File: config.mk
export PLATFORM = sky130hd
export DESIGN_NAME = wb2bb_bridge
export DESIGN_NICKNAME = d
export VERILOG_FILES = /design/src/rtl/wb2bb_bridge.sv
export SDC_FILE = /design/constraint.sdc
export NUM_CORES = 1
export LEC_CHECK = 0
export ABC_AREA = 1
export BUFFER_PORTS_ARGS = -buffer_cell sky130_fd_sc_hd__buf_2
export CORE_UTILIZATION = 25
export DETAILED_ROUTE_END_ITERATION = 10
export GPL_ROUTABILITY_DRIVEN = 0
export GPL_TIMING_DRIVEN = 0
export PLACE_DENSITY = 0.42
export SLEW_MARGIN = 20
export SYNTH_ARGS = -nofsm -noshare
export SYNTH_HDL_FRONTEND = slang
export SYNTH_SLANG_ARGS = --single-unit
export TNS_END_PERCENT = 10
File: constraint.sdc
create_clock -name clk_i -period 8.4 [get_ports clk_i]
set_input_delay 1.26 -clock clk_i [delete_from_list [all_inputs] [get_ports clk_i]]
set_output_delay 1.26 -clock clk_i [all_outputs]
set_load 0.02 [all_outputs]
File: src/rtl/wb2bb_bridge.sv
// Classic Wishbone slave to Blackbone master bridge. Hides the one-cycle
// Blackbone read latency and turns partial-byte writes into read-modify-write.
module wb2bb_bridge #(
    parameter int DATA_WIDTH = 32,
    parameter int ADDR_WIDTH = 32,
    localparam int SEL_WIDTH = DATA_WIDTH >> 3
) (
    input  logic                  clk_i,
    input  logic                  rst_i,
    input  logic [ADDR_WIDTH-1:0] wb_adr_i,
    input  logic [DATA_WIDTH-1:0] wb_dat_i,
    input  logic [SEL_WIDTH-1:0]  wb_sel_i,
    input  logic                  wb_we_i,
    input  logic                  wb_cyc_i,
    input  logic                  wb_stb_i,
    output logic [DATA_WIDTH-1:0] wb_dat_o,
    output logic                  wb_ack_o,
    output logic                  wb_err_o,
    output logic [ADDR_WIDTH-1:0] bb_addr_o,
    output logic [DATA_WIDTH-1:0] bb_din_o,
    output logic                  bb_en_o,
    output logic                  bb_we_o,
    input  logic [DATA_WIDTH-1:0] bb_dout_i
);

    // MERGE names the RD_WAIT -> WR_ISSUE transition of an RMW; it is never a resting state.
    typedef enum logic [2:0] {
        IDLE     = 3'd0,
        RD_ISSUE = 3'd1,
        RD_WAIT  = 3'd2,
        MERGE    = 3'd3,
        WR_ISSUE = 3'd4,
        ACK      = 3'd5,
        ERR      = 3'd6
    } state_t;

    state_t                state;
    logic                  rmw;
    logic [DATA_WIDTH-1:0] wr_dat;
    logic [SEL_WIDTH-1:0]  wr_sel;

    // Selected lanes come from the master's write data, the rest from the word just read.
    function automatic logic [DATA_WIDTH-1:0] merge_lanes(
        input logic [DATA_WIDTH-1:0] wr,
        input logic [DATA_WIDTH-1:0] rd,
        input logic [SEL_WIDTH-1:0]  sel
    );
        logic [DATA_WIDTH-1:0] m;
        m = rd;
        for (int k = 0; k < SEL_WIDTH; k++) begin
            if (sel[k]) m[k*8 +: 8] = wr[k*8 +: 8];
        end
        return m;
    endfunction

    always_ff @(posedge clk_i or posedge rst_i) begin
        if (rst_i) begin
            state     <= IDLE;
            rmw       <= 1'b0;
            wr_dat    <= '0;
            wr_sel    <= '0;
            wb_dat_o  <= '0;
            wb_ack_o  <= 1'b0;
            wb_err_o  <= 1'b0;
            bb_addr_o <= '0;
            bb_din_o  <= '0;
            bb_en_o   <= 1'b0;
            bb_we_o   <= 1'b0;
        end else begin
            case (state)
                IDLE: begin
                    if (wb_cyc_i && wb_stb_i) begin
                        if (wb_sel_i == '0) begin
                            wb_err_o <= 1'b1;
                            state    <= ERR;
                        end else if (!wb_we_i) begin
                            bb_addr_o <= wb_adr_i;
                            bb_en_o   <= 1'b1;
                            bb_we_o   <= 1'b0;
                            rmw       <= 1'b0;
                            state     <= RD_ISSUE;
                        end else if (&wb_sel_i) begin
                            bb_addr_o <= wb_adr_i;
                            bb_din_o  <= wb_dat_i;
                            bb_en_o   <= 1'b1;
                            bb_we_o   <= 1'b1;
                            rmw       <= 1'b0;
                            state     <= WR_ISSUE;
                        end else begin
                            bb_addr_o <= wb_adr_i;
                            bb_en_o   <= 1'b1;
                            bb_we_o   <= 1'b0;
                            rmw       <= 1'b1;
                            wr_dat    <= wb_dat_i;
                            wr_sel    <= wb_sel_i;
                            state     <= RD_ISSUE;
                        end
                    end
                end
                RD_ISSUE: begin
                    bb_en_o <= 1'b0;
                    bb_we_o <= 1'b0;
                    state   <= RD_WAIT;
                end
                RD_WAIT: begin
                    // A master that drops cyc here abandons the access; no write-back, no ack.
                    if (!wb_cyc_i) begin
                        rmw   <= 1'b0;
                        state <= IDLE;
                    end else if (rmw) begin
                        bb_din_o <= merge_lanes(wr_dat, bb_dout_i, wr_sel);
                        bb_en_o  <= 1'b1;
                        bb_we_o  <= 1'b1;
                        state    <= WR_ISSUE;
                    end else begin
                        wb_dat_o <= bb_dout_i;
                        wb_ack_o <= 1'b1;
                        state    <= ACK;
                    end
                end
                WR_ISSUE: begin
                    bb_en_o  <= 1'b0;
                    bb_we_o  <= 1'b0;
                    rmw      <= 1'b0;
                    wb_ack_o <= wb_cyc_i;
                    state    <= wb_cyc_i ? ACK : IDLE;
                end
                ACK: begin
                    wb_ack_o <= 1'b0;
                    state    <= IDLE;
                end
                ERR: begin
                    wb_err_o <= 1'b0;
                    state    <= IDLE;
                end
                default: begin
                    state <= IDLE;
                end
            endcase
        end
    end

endmodule

==> results.md, run 1 <==
* Async SR Flop Fraction at 1.000
* Met3 WL at 1285 um
* First drt pass iteration count at 4
* Detailed placer's ending HPWL at 14580 um
* Flop2flop setup slack at 6.38 ns
* Die Height at 160.8 um
* CTS Hold Buffers Added at 0
* Worst Skew at 0.01635 ns
* Fillers at 2709
* Endpoint of the worst hold path: bb_din_o[12]
* Total GRT Usage at 0.1617
* Diode count at 0
* Clk root buf: clkbuf_16
* Endpoints failing hold at 0
* Clock sink total at 140
* Pwr dens at 398.1 nW/um^2
* Hold depth at 2
* Post-route ant nets at 0
* Netlist cell types at 25
* Multi-input gate area at 2296 um^2
* Metal1 wirelength at 9769 um
* Post-synthesis sequential area ratio at 0.5558
* CTS buffer count at 17
* Hold Crit Start: bb_din_o[12]
* Total wire length at 20160 um
* Max clock buf depth at 2
* Pleak at 4.496 nW
* Cell internal pwr at 1.879 mW
* Maximum vdd ir drop at 0.0001257 V
* Max H-tree Level at 4
* Gate power share at 0.425
* Clock-pin slew of the registers on the worst-case setup and hold paths at 0.06 ns
* FF+latch area at 3503 um^2
* Initial antenna violation count at 1
* Min cycle time layout at 2.564 ns
* Setup CP Type: input pin to flip-flop
* PostCTS Resize Cnt at 0
* Routed WL per cell at 14.98 um
* Crit path DAT at 2.92 ns
* Clock Power Share at 0.228
* CP startpoint: wb_cyc_i
* Net count reported at finish at 1114
* Worst R2R Start: state[2]
* Number of flops mapped to enable cells by yosys at 0
* Seq pwr share at 0.348
* Placement Setup Slack at 5.396 ns
* FP Rows at 57
* Least-Margin Pin Slew at 0.5994 ns
* Core Box Area at 24530 um^2
* Area Overhead vs Synth at 32.37%
* YS warnings at 0
* Max Cap Viol at 0
* Post-CTS setup buffer count at 0
* Total grt overflow at 0
* Worst-path fanout max at 10
* Die width at 160.8 um
* Startpoint Class: input pin
* Status: completed
* Pin count of the biggest net entering global routing at 85
* #FFs+latches synth at 140
* Main synth FF type: dfrtp_1
* Syn nets at 891
* Crit. End Element: flip-flop
* Drc violations at 0
* Buffers on Ports at 203
* RSZ-0062 raised after global routing: no
* I/O Pins at 205
* Slew Viols, Final at 0
* Share of cells above drive strength 1 at 0.2652
* Die area at 25850 um^2
* Max frequency at 390.0 MHz
* Top sig layer: met4
* CTS tree: done
* Cells after DPL at 1314
* Met2 routed WL at 8977 um
* Switching Share at 0.4343
* NetSw at 1.442 mW
* Total power at 3.322 mW
* CP required at 8.75 ns
* Setup violators final at 0
* Worst R2R Path Depth at 8
* Clk_lat worst skew at 0.42 ns
* Vias per Instance at 4.250
* Initial DRC count at 326
* Worst min path class: flip-flop to flip-flop
* Post-Synthesis Cells at 786
* Final worst slack at 5.836 ns
* First-pass GRT wire length at 32350 um
* Number of global-route vias before repair at 5775
* Period utilisation layout at 0.3053
* Mapped Area at 6304 um^2
* Syn avg cell area at 8.020 um^2
* Setup total negative slack at 0 ns
* Non-Filler Instances at 1346
* DR vias at 5720
* FF-to-FF End: bb_din_o[8]
* Slew HR at 0.5989
* Initial Util at 0.2569
-- per-stage QoR --
| stage | util | instance area, um^2 | hold WS [ns] |
|---|---|---|---|
| after floorplan | - | 6304 | 0.4529 |
| after CTS | 0.3401 | 8344 | 0.4731 |
| after detailed placement | 0.3163 | 7760 | 0.4572 |
| after global routing | 0.3401 | 8344 | 0.4872 |
| after global placement | 0.3149 | 7725 | 0.4547 |
| final | 0.3401 | 8344 | 0.4665 |
-- critical path, cell delays in order --
cell and delay [ns]:
buf_2 0.19, nand2_2 0.20, inv_1 0.12, a21oi_1 0.10, nor2_1 0.49, buf_2 0.36, nand3_1 0.11, nand2_1 0.09
-- registers in the layout (all words and copies together), names as in the netlist --
signal and count:
bb_addr_o 32, bb_din_o 32, bb_en_o 1, bb_we_o 1, rmw 1, state 3, wb_ack_o 1, wb_dat_o 32
wb_err_o 1, wr_dat 32, wr_sel 4
-- per-layer routing --
layer	track usage	vias up
li1	-	2937
met1	0.2250	2622
met2	0.2466	152
met3	0.04571	9
met4	0.03988	0
met5	0	-
-- power by group through the flow --
stage	Clock, mW	Sequential (mW)	Combinational [mW]
after floorplan	0	1.43	0.645
final	0.756	1.16	1.41
after CTS	0.780	1.16	1.44
after detailed placement	0	1.16	1.44
after global routing	0.810	1.19	1.59
after global placement	0	1.16	1.43
-- how the worst max path moves through the flow --
stage / slack (ns) / endpoint
global route: 5.68 / bb_din_o[13]
global placement: 1.20 / wb_dat_o[12]
CTS: 5.84 / bb_din_o[18]
detailed placement: 5.40 / bb_din_o[10]
floorplan: 3.39 / bb_addr_o[0]
finish: 5.84 / bb_din_o[9]
-- final cells by class --
cell class,count,area share
multi-input cells,521,0.2752
inverters,77,0.03569
plain buffers,48,0.02564
repair buffers,204,0.1251
clock buffers,19,0.05308
flip-flops and latches,140,0.4199
clock inverters,13,0.01694
well taps,324,0.04858
-- synth_stat cells (3+ instances only) --
cell type	count	area, um^2
nand2_1	281	1055
o21ai_0	157	785.8
dfrtp_1	140	3503
inv_1	75	281.5
nand3_1	44	220.2
clkbuf_1	25	93.84
buf_2	18	90.09
nor2_1	16	60.06
a21oi_1	6	30.03
o21ai_2	5	43.79
buf_1	3	11.26
nand2_2	3	18.77
-- placed cells by master (no fill, tap or decap) --
master,count
nand2_1,281
buf_2,221
o21ai_0,157
dfrtp_1,140
inv_1,74
nand3_1,44
clkbuf_1,26
clkbuf_16,17
nor2_1,16
a21oi_1,6
clkinvlp_4,6
o21ai_2,5
nand2_2,3
clkinv_2,3
buf_1,3
bufinv_16,2
inv_6,2
inv_2,1
nand3_2,1
nor2_2,1
nor2_4,1
nand2_4,1
nor2_8,1
buf_4,1
buf_6,1
a31oi_1,1
o21ai_1,1
inv_8,1
nand3b_1,1
nor3_1,1
clkbuf_8,1
clkinv_4,1
buf_16,1
-- cells by family (layout without fill, tap and decap cells) --
group	after synthesis	count (layout)	synth area share
compound gates	170	170	0.1381
simple gates	351	351	0.2261
flops	140	140	0.5558
buf+inv	125	361	0.07999
No activity file was read; power rests on OpenSTA's default activity.
==> run 2, diff against run 1 <==
--- a/config.mk
+++ b/config.mk
@@ -11,7 +11,7 @@
 export DETAILED_ROUTE_END_ITERATION = 10
 export GPL_ROUTABILITY_DRIVEN = 0
 export GPL_TIMING_DRIVEN = 0
-export PLACE_DENSITY = 0.42
+export PLACE_DENSITY = 0.44
 export SLEW_MARGIN = 20
 export SYNTH_ARGS = -nofsm -noshare
 export SYNTH_HDL_FRONTEND = slang
==> constraint.sdc (replaced) <==
create_clock -name clk_i -period 2.2 [get_ports clk_i]
set_input_delay 0.33 -clock clk_i [delete_from_list [all_inputs] [get_ports clk_i]]
set_output_delay 0.33 -clock clk_i [all_outputs]
set_load 0.02 [all_outputs]
==> results.md, run 2 (synthesis results as in run 1) <==
* Non-Filler Instances at 1348 (was 1346)
* Clock-pin slew of the registers on the worst-case setup and hold paths at 0.06 ns (about the same)
* Diode count at 0 (unchanged)
* Die area at 25850 um^2 (unchanged)
* Crit path DAT at 2.34 ns (was 2.92 ns)
* CTS tree: done (unchanged)
* First-pass GRT wire length at 32260 um (was 32350 um)
* Metal1 wirelength at 9790 um (was 9769 um)
* Max clock buf depth at 2 (unchanged)
* DR vias at 5727 (was 5720)
* CP Depth at 8 (unchanged)
* Most frequent cells in the layout: nand2_1 (281), buf_2 (221), o21ai_0 (157), dfrtp_1 (140), inv_1 (74) (unchanged)
* Least-Margin Pin Slew at 0.6994 ns (was 0.5994 ns)
* Slew HR at 0.5327 (was 0.5989)
* Period utilisation layout at 0.9241
* Pwr dens at 1509 nW/um^2 (was 398.1 nW/um^2)
* Cells after DPL at 1318 (was 1314)
* Endpoints failing hold at 0 (unchanged)
* Routed WL per cell at 15.03 um (was 14.98 um)
* Setup violators final at 0 (unchanged)
* Worst R2R Start: state[2] (unchanged)
* Leading cell type in the layout, fill and taps excluded: nand2_1 (unchanged)
* Startpoint Class: flip-flop (was input pin)
* Flop2flop setup slack at 0.17 ns (was 6.38 ns)
* Setup CP Type: flip-flop to flip-flop (was input pin to flip-flop)
* Pin count of the biggest net entering global routing at 30 (was 85)
* PostCTS Resize Cnt at 0 (unchanged)
* Placement Setup Slack at 0.1124 ns (was 5.396 ns)
* Drc violations at 0 (unchanged)
* CP required at 2.51 ns (was 8.75 ns)
* Met2 routed WL at 9029 um (was 8977 um)
* Seq pwr share at 0.347 (was 0.348)
* FF-to-FF End: bb_din_o[8] (unchanged)
* Final Util at 0.3436 (was 0.3401)
* Pleak at 4.555 nW (was 4.496 nW)
* RSZ-0062 raised after global routing: yes (was no)
* Clk root buf: clkbuf_16 (unchanged)
* Worst-path fanout max at 10 (unchanged)
* Switching Share at 0.4304 (was 0.4343)
* Buffers on Ports at 203 (unchanged)
* Max frequency at 491.9 MHz
* Max Cap Viol at 0 (unchanged)
* Buf+Inv Stages, Crit Path at 4 (was 3)
* Met3 WL at 1281 um (was 1285 um)
* Vias per Instance at 4.249 (was 4.250)
* Share of cells above drive strength 1 at 0.2686 (was 0.2652)
* Maximum vdd ir drop at 0.0005480 V (was 0.0001257 V)
* Worst min path class: input pin to async pin (was flip-flop to flip-flop)
* Total power at 12.72 mW (was 3.322 mW)
* Die width at 160.8 um (unchanged)
* Initial DRC count at 244 (was 326)
* Gate power share at 0.425 (about the same)
* Total grt overflow at 0 (unchanged)
* Post-route ant nets at 0 (unchanged)
* Cell internal pwr at 7.245 mW (was 1.879 mW)
* Worst Skew at 0.008001 ns (was 0.01635 ns)
* First drt pass iteration count at 5 (was 4)
* Final worst slack at 0.1670 ns (was 5.836 ns)
* Status: completed (unchanged)
* Clk_lat worst skew at 0.42 ns (about the same)
* FP Rows at 57 (unchanged)
* CTS buffer count at 17 (unchanged)
* Area Overhead vs Synth at 33.72% (was 32.37%)
* Crit. End Element: flip-flop (unchanged)
* Worst R2R Path Depth at 8 (unchanged)
* CTS Hold Buffers Added at 0 (unchanged)
* Initial antenna violation count at 2 (was 1)
* CP max stage delay at 0.43 ns (was 0.49 ns)
* Slew Viols, Final at 0 (unchanged)
* Max H-tree Level at 4 (unchanged)
* Cell Chain, Critical Path: inv_2, nand3_2, inv_1, buf_2, clkbuf_1, o21ai_0, nand3_1, nand2_1 (was buf_2, nand2_2, inv_1, a21oi_1, nor2_1, buf_2, nand3_1, nand2_1)
* Clock Power Share at 0.227 (was 0.228)
* Clock sink total at 140 (unchanged)
* Total GRT Usage at 0.1621 (was 0.1617)
* Core Box Area at 24530 um^2 (unchanged)
* Total wire length at 20270 um (was 20160 um)
* I/O Pins at 205 (unchanged)
* Post-CTS setup buffer count at 0 (unchanged)
* Crit-path slowest cell: clkbuf_1 (was nor2_1)
* Detailed placer's ending HPWL at 14950 um (was 14580 um)
* Net count reported at finish at 1118 (was 1114)
* Crit path max-delay family: buffers and inverters (was simple AND/OR/NAND/NOR gates)
* NetSw at 5.473 mW (was 1.442 mW)
* Die Height at 160.8 um (unchanged)
* Top sig layer: met4 (unchanged)
* Number of global-route vias before repair at 5745 (was 5775)
* Initial Util at 0.2569 (unchanged)
* Min cycle time layout at 2.033 ns
[run 2: area by class of cell]
cell class              count  area (um^2)
fillers                  2699        16100
flip-flops and latches    140         3503
multi-input cells         521         2296
repair buffers            208         1131
clock buffers              21        470.5
well taps                 324        405.4
inverters                  77        294.0
plain buffers              48        216.5
clock inverters             9        112.6
[run 2: how the worst max path moves through the flow]
stage          startpoint           end  slack (ns)
2_1_floorplan       rst_i  bb_addr_o[0]        0.12
3_3_place_gp        rst_i  wb_dat_o[10]       -1.10
3_5_place_dp     wb_cyc_i  bb_din_o[19]        0.11
4_1_cts          state[2]   bb_din_o[8]        0.11
5_1_grt          state[0]   bb_din_o[0]       0.007
6_report         state[2]   bb_din_o[8]        0.17
[run 2: metrics by stage]
stage               hold WS [ns]  TNS (ns)  cell area (um^2)
global route             0.06325         0              8429
floorplan                 0.4468         0              6307
global placement          0.4510   -153.16              7729
detailed placement        0.4533         0              7844
CTS                      0.02736         0              8427
finish                   0.01850         0              8429
[run 2: power groups by stage]
stage	clock network, mW	logic, mW	registers [mW]
floorplan	0	2.46	5.45
global placement	0	5.45	4.46
detailed placement	0	5.54	4.44
CTS	2.98	5.54	4.43
global route	3.08	6.11	4.57
finish	2.89	5.41	4.42
[run 2: per-layer routing]
layer  vias up  GRT usage
met4         0    0.03688
met1      2633     0.2196
li1       2940          -
met5         -          0
met2       145     0.2521
met3         9    0.05062
[run 2: worst register-to-register path, cell delays in order (launching register included)]
cell	delay, ns
dfrtp_1	0.39
inv_2	0.13
nand3_2	0.19
inv_1	0.11
buf_2	0.24
clkbuf_1	0.43
o21ai_0	0.23
nand3_1	0.13
nand2_1	0.06
==> run 3, diff against run 2 <==
--- a/config.mk
+++ b/config.mk
@@ -8,6 +8,7 @@
 export ABC_AREA = 1
 export BUFFER_PORTS_ARGS = -buffer_cell sky130_fd_sc_hd__buf_2
 export CORE_UTILIZATION = 25
+export CTS_BUF_LIST = sky130_fd_sc_hd__clkbuf_16
 export DETAILED_ROUTE_END_ITERATION = 10
 export GPL_ROUTABILITY_DRIVEN = 0
 export GPL_TIMING_DRIVEN = 0
==> results.md, run 3 (synthesis results as in run 1) <==
* Status: completed (unchanged)
* Initial Util at 0.2569 (unchanged)
* Die Height at 160.8 um (unchanged)
* I/O Pins at 205 (unchanged)
* CP required at 2.51 ns (about the same)
* Final worst slack at 0.1831 ns (was 0.1670 ns)
* CTS buffer count at 17 (unchanged)
* GR Util met2 at 0.2527 (was 0.2521)
* Period utilisation layout at 0.9168 (was 0.9241)
* Crit path DAT at 2.33 ns (was 2.34 ns)
* Total grt overflow at 0 (unchanged)
* Share of cells above drive strength 1 at 0.2656 (was 0.2686)
* Net count reported at finish at 1118 (unchanged)
* Pin count of the biggest net entering global routing at 30 (unchanged)
* RSZ-0062 raised after global routing: yes (unchanged)
* Pleak at 4.542 nW (was 4.555 nW)
* Buffers on Ports at 203 (unchanged)
* Leading cell type in the layout, fill and taps excluded: nand2_1 (unchanged)
* Routed WL per cell at 15.03 um (about the same)
* Most frequent cells in the layout: nand2_1 (281), buf_2 (221), o21ai_0 (157), dfrtp_1 (140), inv_1 (75) (was nand2_1 (281), buf_2 (221), o21ai_0 (157), dfrtp_1 (140), inv_1 (74))
* Least-Margin Pin Slew at 0.6994 ns (about the same)
* Area Overhead vs Synth at 33.25% (was 33.72%)
* Clock sink total at 140 (unchanged)
* NetSw at 5.467 mW (was 5.473 mW)
* Max H-tree Level at 4 (unchanged)
* Die width at 160.8 um (unchanged)
* Slew Viols, Final at 0 (unchanged)
* Initial DRC count at 267 (was 244)
* Max clock buf depth at 2 (unchanged)
* Diode count at 0 (unchanged)
* Post-route ant nets at 0 (unchanged)
* FP Rows at 57 (unchanged)
* Clock-pin slew of the registers on the worst-case setup and hold paths at 0.06 ns (about the same)
* Die area at 25850 um^2 (unchanged)
* Initial antenna violation count at 2 (unchanged)
* Total GRT Usage at 0.1622 (was 0.1621)
* Endpoints failing hold at 0 (unchanged)
* Setup total negative slack at 0 ns (unchanged)
* Seq pwr share at 0.351 (was 0.347)
* Core Box Area at 24530 um^2 (unchanged)
* Switching Share at 0.4338 (was 0.4304)
* Max frequency at 495.8 MHz (was 491.9 MHz)
* Setup violators final at 0 (unchanged)
* Met1 Use GR at 0.2194 (was 0.2196)
* Total wire length at 20260 um (was 20270 um)
* Post-CTS setup buffer count at 0 (unchanged)
* Clk root buf: clkbuf_16 (unchanged)
* Pwr dens at 1500 nW/um^2 (was 1509 nW/um^2)
* Placement Setup Slack at 0.1124 ns (unchanged)
* Crit. End Element: flip-flop (unchanged)
* Number of global-route vias before repair at 5748 (was 5745)
* Vias per Instance at 4.257 (was 4.249)
* Cell internal pwr at 7.135 mW (was 7.245 mW)
* Setup CP Type: flip-flop to flip-flop (unchanged)
* Clock Power Share at 0.220 (was 0.227)
* Clk_lat worst skew at 0.42 ns (about the same)
* GRT Max-Usage Layer: met2 (unchanged)
* Min cycle time layout at 2.017 ns (was 2.033 ns)
* Drc violations at 0 (unchanged)
* Non-Filler Instances at 1348 (unchanged)
* Startpoint Class: flip-flop (unchanged)
* Cells after DPL at 1318 (unchanged)
* DR vias at 5739 (was 5727)
* Worst-path fanout max at 10 (unchanged)
* Maximum vdd ir drop at 0.0005471 V (was 0.0005480 V)
* Total power at 12.60 mW (was 12.72 mW)
* Slew HR at 0.5328 (was 0.5327)
* First-pass GRT wire length at 32290 um (was 32260 um)
* CTS tree: done (unchanged)
* Max Cap Viol at 0 (unchanged)
* Met3 Resource Use GR at 0.05062 (unchanged)
* Gate power share at 0.429 (was 0.425)
* Worst Skew at 0.008626 ns (was 0.008001 ns)
* First drt pass iteration count at 5 (unchanged)
* Fillers at 2704 (was 2699)
* Detailed placer's ending HPWL at 14950 um (unchanged)
* Worst min path class: input pin to async pin (unchanged)
## run 3: changes by cell type in the layout (fill, tap and decap cells not counted), sizes merged
cell,delta
clkbuf,-4
clkinv,+3
inv,+1
## run 3: cell type report
cell class / instances / area [um^2] / area share
multi-input combinational: 521 / 2296 / 0.2733
buffer: 48 / 216.5 / 0.02577
timing repair buffer: 208 / 1131 / 0.1347
tap: 324 / 405.4 / 0.04826
inverter: 77 / 294.0 / 0.03501
sequential: 140 / 3503 / 0.4171
clock inverter: 13 / 127.6 / 0.01519
clock buffer: 17 / 425.4 / 0.05065
## run 3: what timing repair did
| item | CTS | global route |
|---|---|---|
| endpoints found under the setup margin | 0 | 2 |
| resized for setup | 0 | 3 |
| hold buffers | 0 | 0 |
| hold endpoints to repair | 0 | 0 |
## run 3: power by group through the flow
stage          logic, mW  registers, mW  clock network, mW
3_3_place_gp        5.45           4.46                  0
2_1_floorplan       2.46           5.45                  0
5_1_grt             6.11           4.57               2.97
3_5_place_dp        5.54           4.44                  0
4_1_cts             5.54           4.43               2.86
6_report            5.41           4.42               2.78
## run 3: path summary, 6_finish.rpt
path / startpoint / endpoint / slack [ns] / cells after the start
min reg2reg: bb_din_o[7] / bb_din_o[7] / 0.47 / 2
max in group asynchronous: rst_i / bb_din_o[16] / 1.39 / 4
min: rst_i / bb_addr_o[27] / 0.02 / 2
max reg2reg: state[2] / bb_din_o[2] / 0.18 / 8
min in group clk_i: wb_adr_i[2] / bb_addr_o[2] / 0.10 / 3
max: state[2] / bb_din_o[2] / 0.18 / 8
## run 3: layer usage
metal  part of all wire  up-vias
li1                   -     2942
met1               0.48     2640
met2               0.45      148
met3              0.064        9
met4             0.0080        0
met5                  0        -
## run 3: worst max-delay path, cell delays in order, from the launching register on
cell and delay, ns:
dfrtp_1 0.39, inv_2 0.13, nand3_2 0.19, inv_1 0.11, buf_2 0.24, clkbuf_1 0.43, o21ai_0 0.21, nand3_1 0.14
nand2_1 0.07
## run 3: metrics by stage
stage                       util  cell area [um^2]  hold WS, ns
final                     0.3424              8399      0.01640
after global routing      0.3424              8399      0.06325
after CTS                 0.3423              8397      0.02736
after detailed placement  0.3197              7844       0.4533
after global placement    0.3150              7729       0.4510
after floorplan                -              6307       0.4468
